===== config.mk =====
export PLATFORM = sky130hd
export DESIGN_NAME = mem_port_arbiter
export DESIGN_NICKNAME = d
export VERILOG_FILES = /design/src/rtl/mem_port_arbiter.sv
export SDC_FILE = /design/constraint.sdc
export NUM_CORES = 1
export LEC_CHECK = 0
export ABC_AREA = 1
export CAP_MARGIN = 20
export CORE_ASPECT_RATIO = 1.25
export CORE_MARGIN = 3
export CORE_UTILIZATION = 38
export DETAILED_ROUTE_END_ITERATION = 12
export PLACE_DENSITY = 0.81
export REMOVE_ABC_BUFFERS = 1
export SYNTH_ARGS = -nofsm -noshare
export SYNTH_HDL_FRONTEND = slang
export SYNTH_SLANG_ARGS = --single-unit

===== constraint.sdc =====
create_clock -name clk -period 1.4 [get_ports clk]
set_input_delay 0.28 -clock clk [delete_from_list [all_inputs] [get_ports clk]]
set_output_delay 0.28 -clock clk [all_outputs]
set_load 0.005 [all_outputs]

===== src/rtl/mem_port_arbiter.sv =====
// Purpose: shares the one main-memory port between the I-side refill and D-side refill/writeback requesters.
// Latency: grant one cycle after the request is seen in IDLE; one word per mem_ack; done one cycle after the last ack.
// Backpressure: memory stalls the burst by withholding mem_ack; a losing requester waits for the next IDLE (no preemption).
module mem_port_arbiter #(
    parameter int LINE_ADDR_LEN = 3
) (
    input  logic                     clk,
    input  logic                     rst,
    input  logic                     i_req,
    input  logic [31:0]              i_addr,
    output logic [31:0]              i_rdata,
    output logic                     i_rvalid,
    output logic                     i_done,
    input  logic                     d_req,
    input  logic                     d_we,
    input  logic [31:0]              d_addr,
    input  logic [31:0]              d_wdata,
    output logic [LINE_ADDR_LEN-1:0] d_widx,
    output logic [31:0]              d_rdata,
    output logic                     d_rvalid,
    output logic                     d_done,
    output logic                     mem_req,
    output logic                     mem_we,
    output logic [31:0]              mem_addr,
    output logic [31:0]              mem_wdata,
    input  logic                     mem_ack,
    input  logic [31:0]              mem_rdata,
    output logic                     busy,
    output logic [1:0]               grant
);

    localparam int BASE_W = 32 - LINE_ADDR_LEN - 2;

    localparam logic [2:0] S_IDLE = 3'd0;
    localparam logic [2:0] S_I_RD = 3'd1;
    localparam logic [2:0] S_D_RD = 3'd2;
    localparam logic [2:0] S_D_WR = 3'd3;
    localparam logic [2:0] S_DONE = 3'd4;

    logic [2:0]               state_q, state_d;
    logic [LINE_ADDR_LEN-1:0] cnt_q, cnt_d;
    logic [BASE_W-1:0]        base_q, base_d;
    logic                     last_d_q, last_d_d;    // 1 = D side won the previous arbitration
    logic                     owner_d_q, owner_d_d;  // 1 = D side owns the current/finishing burst
    logic [31:0]              i_rdata_q, d_rdata_q;
    logic                     i_rvalid_q, d_rvalid_q;

    logic in_burst;
    logic last_word;
    logic unused_addr_bits;

    assign in_burst  = (state_q == S_I_RD) || (state_q == S_D_RD) || (state_q == S_D_WR);
    assign last_word = (cnt_q == {LINE_ADDR_LEN{1'b1}});

    // The word-offset bits of the requester addresses are deliberately dropped.
    assign unused_addr_bits = ^{i_addr[LINE_ADDR_LEN+1:0], d_addr[LINE_ADDR_LEN+1:0]};

    // Arbitration and burst sequencing: pick a winner in IDLE, step one word per ack, one DONE cycle.
    always_comb begin
        state_d   = state_q;
        cnt_d     = cnt_q;
        base_d    = base_q;
        last_d_d  = last_d_q;
        owner_d_d = owner_d_q;
        case (state_q)
            S_IDLE: begin
                // On a tie the side that did not win last time gets the port.
                if (i_req && (!d_req || last_d_q)) begin
                    state_d   = S_I_RD;
                    base_d    = i_addr[31:LINE_ADDR_LEN+2];
                    cnt_d     = '0;
                    owner_d_d = 1'b0;
                    last_d_d  = 1'b0;
                end else if (d_req) begin
                    state_d   = d_we ? S_D_WR : S_D_RD;
                    base_d    = d_addr[31:LINE_ADDR_LEN+2];
                    cnt_d     = '0;
                    owner_d_d = 1'b1;
                    last_d_d  = 1'b1;
                end
            end
            S_I_RD, S_D_RD, S_D_WR: begin
                if (mem_ack) begin
                    cnt_d = cnt_q + LINE_ADDR_LEN'(1);
                    if (last_word) begin
                        state_d = S_DONE;
                    end
                end
            end
            S_DONE: begin
                // Requests are ignored here so the finishing requester can drop req first.
                state_d = S_IDLE;
            end
            default: begin
                state_d = S_IDLE;
            end
        endcase
    end

    // Control state registers with synchronous reset.
    always_ff @(posedge clk) begin
        if (rst) begin
            state_q   <= S_IDLE;
            cnt_q     <= '0;
            base_q    <= '0;
            last_d_q  <= 1'b0;
            owner_d_q <= 1'b0;
        end else begin
            state_q   <= state_d;
            cnt_q     <= cnt_d;
            base_q    <= base_d;
            last_d_q  <= last_d_d;
            owner_d_q <= owner_d_d;
        end
    end

    // Read return: capture the acked word for the owning side and pulse its rvalid for one cycle.
    always_ff @(posedge clk) begin
        if (rst) begin
            i_rdata_q  <= '0;
            d_rdata_q  <= '0;
            i_rvalid_q <= 1'b0;
            d_rvalid_q <= 1'b0;
        end else begin
            i_rvalid_q <= mem_ack && (state_q == S_I_RD);
            d_rvalid_q <= mem_ack && (state_q == S_D_RD);
            if (mem_ack && (state_q == S_I_RD)) begin
                i_rdata_q <= mem_rdata;
            end
            if (mem_ack && (state_q == S_D_RD)) begin
                d_rdata_q <= mem_rdata;
            end
        end
    end

    assign i_rdata   = i_rdata_q;
    assign i_rvalid  = i_rvalid_q;
    assign d_rdata   = d_rdata_q;
    assign d_rvalid  = d_rvalid_q;
    assign i_done    = (state_q == S_DONE) && !owner_d_q;
    assign d_done    = (state_q == S_DONE) && owner_d_q;

    assign mem_req   = in_burst;
    assign mem_we    = (state_q == S_D_WR);
    assign mem_addr  = in_burst ? {base_q, cnt_q, 2'b00} : 32'h0;
    assign mem_wdata = (state_q == S_D_WR) ? d_wdata : 32'h0;
    assign d_widx    = (state_q == S_D_WR) ? cnt_q : '0;

    assign busy      = (state_q != S_IDLE);
    assign grant     = {(state_q == S_D_RD) || (state_q == S_D_WR), (state_q == S_I_RD)};

endmodule


Word-level counts from Yosys, hierarchy flattened
Cells that the tools add are included.
{"block": "classes", "div_mod_pow": 0, "multipliers": 0, "n_addsub": 1, "shifts": 0, "n_lt_le_gt_ge": 0, "n_reduce_logical": 19, "n_eq_ne": 8, "n_bitwise": 0, "n_mux": 17}
{"operator": "$mux W32", "count": 2}
{"operator": "$mux W27", "count": 2}
{"operator": "$mux W3", "count": 8}
{"operator": "$pmux W3 S2", "count": 2}
{"operator": "$eq A3 B2 Y1 const B", "count": 2}
{"operator": "$eq A3 B3 Y1 const B", "count": 2}
{"operator": "$reduce_and A3 Y1", "count": 2}
{"operator": "$logic_and A1 B1 Y1", "count": 5}
{"operator": "$logic_or A1 B1 Y1", "count": 4}
{"operator": "$ne A2 B2 Y1 const B", "count": 2}
{"operator": "$reduce_bool A2 Y1", "count": 2}
{"operator": "$add A3 B1 Y3 const B", "count": 1}
{"operator": "$eq A3 B1 Y1 const B", "count": 1}
{"operator": "$logic_not A3 Y1", "count": 1}
{"operator": "$mux W1", "count": 3}
{"operator": "$ne A3 B3 Y1 const B", "count": 1}
{"operator": "$reduce_bool A3 Y1", "count": 1}
{"operator": "$reduce_or A3 Y1", "count": 1}
{"operator": "$logic_not A1 Y1", "count": 2}
{"operator": "$reduce_and A2 Y1", "count": 1}
{"block": "word_totals", "mem_count": 0, "mem_bits_ro": 0, "ff_bits": 100, "word_cells": 53, "out_inout_bits": 140, "ram_bits": 0, "latch_bits": 0, "input_bits": 134}

Longest topological paths before layout
Gate-level depths: netlist (run 1).
{"block": "depth", "ltp_word": 5, "depth_mapped": 9}

Worst setup path after synthesis (run 1)
OpenSTA, ideal clock, no wires.
{"block": "synth_path", "path_kind": "reg-to-output", "startpoint": "register state_q[1]", "endpoint": "output port d_widx[0]", "arrival_ps": 1077, "path_slack_ps": 43, "n_path_buf": 1, "path_stages_with_launch": 6, "cell_sequence": "dfxtp_1 -> inv_2 -> nor2_4 -> nand2_1 -> buf_2 -> nor2_1"}
{"block": "synth_via", "elab_chain_cells": 2}
{"element": "start: declaration", "line": "40", "text": "logic [2:0] state_q, state_d;"}
{"element": "start signal: assignment", "line": "109", "text": "state_q <= state_d;"}
{"element": "$eq A3 B2 Y1", "line": "147", "text": "assign d_widx = (state_q == S_D_WR) ? cnt_q : '0;"}
{"element": "$mux W3", "line": "147"}
{"element": "end: declaration", "line": "18", "text": "output logic [LINE_ADDR_LEN-1:0] d_widx,"}
Every way passes these cells.

Worst setup path in the final report (run 1)
{"block": "layout_path", "startpoint": "register state_q[1]", "endpoint": "output port mem_wdata[5]"}
{"block": "layout_via", "elab_chain_cells": 2}
{"element": "$eq A3 B2 Y1", "line": "146", "text": "assign mem_wdata = (state_q == S_D_WR) ? d_wdata : 32'h0;"}
{"element": "$mux W32", "line": "146"}
{"element": "end: declaration", "line": "25", "text": "output logic [31:0] mem_wdata,"}
Every way passes these cells.

==> flow_metrics.env, run 1 <==
export IMPL_placed_cells=1114
export IMPL_r2r_start="state_q[1]"
export IMPL_final_core_utilization_pct=73.7
export IMPL_startpoint_type="register"
export IMPL_critical_path_required_ns=1.12
export IMPL_status="finished with violations"
export IMPL_synth_edff_count=0
export IMPL_dr_total_vias=5540
export IMPL_overflow=0
export IMPL_async_reset_ff_share_pct=0
export IMPL_place_congestion=0.808
export IMPL_grt_max_degree=36
export IMPL_cp_max_fo=9
export IMPL_fin_cells=1159
export IMPL_yosys_register_bits=100
export IMPL_finalHoldViolCount=0
export IMPL_yosys_area_top_type="dfxtp_1"
export IMPL_fmax_mhz=586
export IMPL_fin_setup_tns_ns=-19.33
export IMPL_clk_pin_slew_worst_paths_ns=0.07
export IMPL_portBuffers=261
export IMPL_path_class="register to primary output"
export IMPL_min_to="base_q[22]"
export IMPL_path_buf_inv=4
export IMPL_area_delta_synth_final_pct=87.7
export IMPL_seq_area_frac_synth_pct=43.5
export IMPL_io_pins=274
export IMPL_powerDensity_mw_per_mm2=1460
export IMPL_worst_slack_ns=-0.308
export IMPL_cts_sinks=100
export IMPL_worstPathCellList="inv_2, nor2_4, nand2_4, buf_6, buf_16, nor2_2, buf_2"
export IMPL_p_leak_nw=4.01
export IMPL_antenna_found_initial=0
export IMPL_yosys_cell_count_top_type="nand2_1"
export IMPL_cp_data_arrival_time_ns=1.43
export IMPL_maxCapViolCount=0
export IMPL_ir_worst_vdd_uv=758
export IMPL_drive_gt1_share_pct=29.7
export IMPL_rsz0062_at_grt="yes"
export IMPL_ant_nets=0
export IMPL_dieWidth_um=104
export IMPL_critPathMaxStageDelay_ns=0.34
export IMPL_synth_common_cells="nand2_1, nor2_1, dfxtp_1"
export IMPL_synthCells=691
export IMPL_syn_area_mm2=0.00460
export IMPL_synth_cell_type_count=27
export IMPL_slew_viol_final=0
export IMPL_period_needed_ns=1.71
export IMPL_skew_ns=0.00955
export IMPL_hp_start="rst"
export IMPL_synth_area_leaders="dfxtp_1, nand2_1, nor2_1"
export IMPL_htreeDepth=3
export IMPL_clock_latency_ns=0.34
export IMPL_track_usage_pct=23.2
export IMPL_wl_per_cell_um=15.6
export IMPL_post_dp_cell_area_mm2=0.00759
export IMPL_grt_pass1_vias=5148
export IMPL_cp_end_kind="primary output"
export IMPL_final_cell_area_mm2=0.00864
export IMPL_violations="negative setup slack"
export IMPL_core_area_mm2=0.0117
export IMPL_ys_warn_count=0
export IMPL_start_util_pct=39.3
export IMPL_root_buffer="clkbuf_16"
export IMPL_fin_nets=1129
export IMPL_post_route_period_util_pct=122
export IMPL_timing_rr_end="i_rdata[5]"
export IMPL_cts_tree="yes"
export IMPL_synth_main_ff_cell="dfxtp_1"
export IMPL_syn_area_per_cell_um2=6.66
export IMPL_diodes=0
export IMPL_hp_class="input pin to register"
export IMPL_dp_hpwl_um=11200
export IMPL_die_area_mm2=0.0135
export IMPL_cts_buffers_inserted=9
export IMPL_critical_path_top_delay_family="buffers and inverters"
export IMPL_clock_path_buffers=2
export IMPL_r2r_slack_ns=-0.29
export IMPL_dieHeight_um=129
export IMPL_vias_per_cell=4.78
export IMPL_reg2reg_depth=9
export IMPL_num_rows=44
export IMPL_netlist_area_leader_share_pct=43.5
export IMPL_wl_um=18100
export IMPL_drcViolationCount=0
export IMPL_dp_slack_ns=-0.365
export IMPL_drtIter0Drc=190
export IMPL_grt_pass1_wl_um=25600
export IMPL_setup_viol=113
export IMPL_totalPowerFinal_mw=12.6
export IMPL_holdWs_ns=0.196
export IMPL_critPathSlowestCell="dfxtp_2"
export IMPL_hold_path_depth=2
export IMPL_first_pass_iters=5
[registers in the layout, indices dropped and copies added, names as in the netlist]
name	flops
d_rdata	32
i_rdata	32
base_q	27
cnt_q	3
state_q	3
d_rvalid	1
i_rvalid	1
owner_d_q	1
[area by class of cell]
cell class              count  area (um^2)
inverters                  77          302
multi-input cells         472         2550
repair inverters            2         27.5
well taps                 161          201
repair buffers            331         3220
fillers                   862         3090
flip-flops and latches    100         2020
clock inverters             7         90.1
clock buffers               9          225
[placed cells by master, fill, tap and decap left out, drive strengths merged, types with 2 or more instances in the layout]
| cell | netlist | layout |
|---|---|---|
| nand2 | 182 | 183 |
| nor2 | 142 | 142 |
| buf | 28 | 130 |
| clkdlybuf4s50 | 0 | 122 |
| dfxtp | 100 | 100 |
| inv | 77 | 82 |
| dlygate4sd2 | 0 | 66 |
| a21oi | 64 | 64 |
| nand3 | 39 | 39 |
| o21ai | 34 | 34 |
| clkbuf | 16 | 17 |
| clkdlybuf4s15 | 0 | 4 |
| nand4 | 3 | 3 |
| clkinv | 0 | 3 |
| ha | 2 | 2 |
| conb | 1 | 2 |
| nor3 | 2 | 2 |
[layer usage]
layer | global-route usage, % | share of wire, %
met1 | 26.5 | 38
met2 | 43.2 | 54
met3 | 4.24 | 5.9
met4 | 8.61 | 2.9
met5 | 0 | 0
[worst max-delay path by stage]
stage,start,endpoint,slack (ns),cells after the start
final,state_q[1],mem_wdata[5],-0.31,7
after global placement,state_q[1],mem_wdata[27],-0.27,6
after CTS,state_q[1],mem_wdata[5],-0.32,7
after global routing,state_q[1],mem_wdata[5],-0.36,7
after floorplan,state_q[2],i_rdata[0],-0.43,4
after detailed placement,state_q[1],mem_wdata[14],-0.36,6
[logic make-up (layout without fill, tap and decap cells)]
family / count (synthesis) / count (layout) / share of synthesized area [%]
other cells: 1 / 2 / 0.0815
compound gates: 99 / 99 / 10.9
flops: 100 / 100 / 43.5
simple gates: 368 / 369 / 32.8
fa+ha+maj: 2 / 2 / 0.544
buf+inv: 121 / 426 / 12.1
[where the power goes]
group	switching, mW	internal (mW)
logic	3.14	3.13
clock network	1.18	1.44
registers	0.302	3.42
total	4.62	7.99
[repair_timing]
| action | in CTS | in global routing |
|---|---|---|
| hold buffers | 0 | 0 |
| setup endpoints to repair | 204 | 153 |
| gates cloned | 9 | 7 |
| pin swaps | 13 | 26 |
| gates resized for setup | 370 | 171 |
| buffers inserted | 13 | 2 |
[worst register-to-register path: cells and delay by family (launching register included)]
family          cells  cell delay, ns
buf+inv             6            0.75
compound gates      1            0.20
flops               1            0.33
simple gates        2            0.33
(Power assumes the default switching activity.)
==> run 2, diff against run 1 <==
--- a/config.mk
+++ b/config.mk
@@ -6,7 +6,6 @@
 export NUM_CORES = 1
 export LEC_CHECK = 0
 export ABC_AREA = 1
-export CAP_MARGIN = 20
 export CORE_ASPECT_RATIO = 1.25
 export CORE_MARGIN = 3
 export CORE_UTILIZATION = 38
==> results of run 2 <==
Final layout, timing and power as in run 1 (identical DEF).
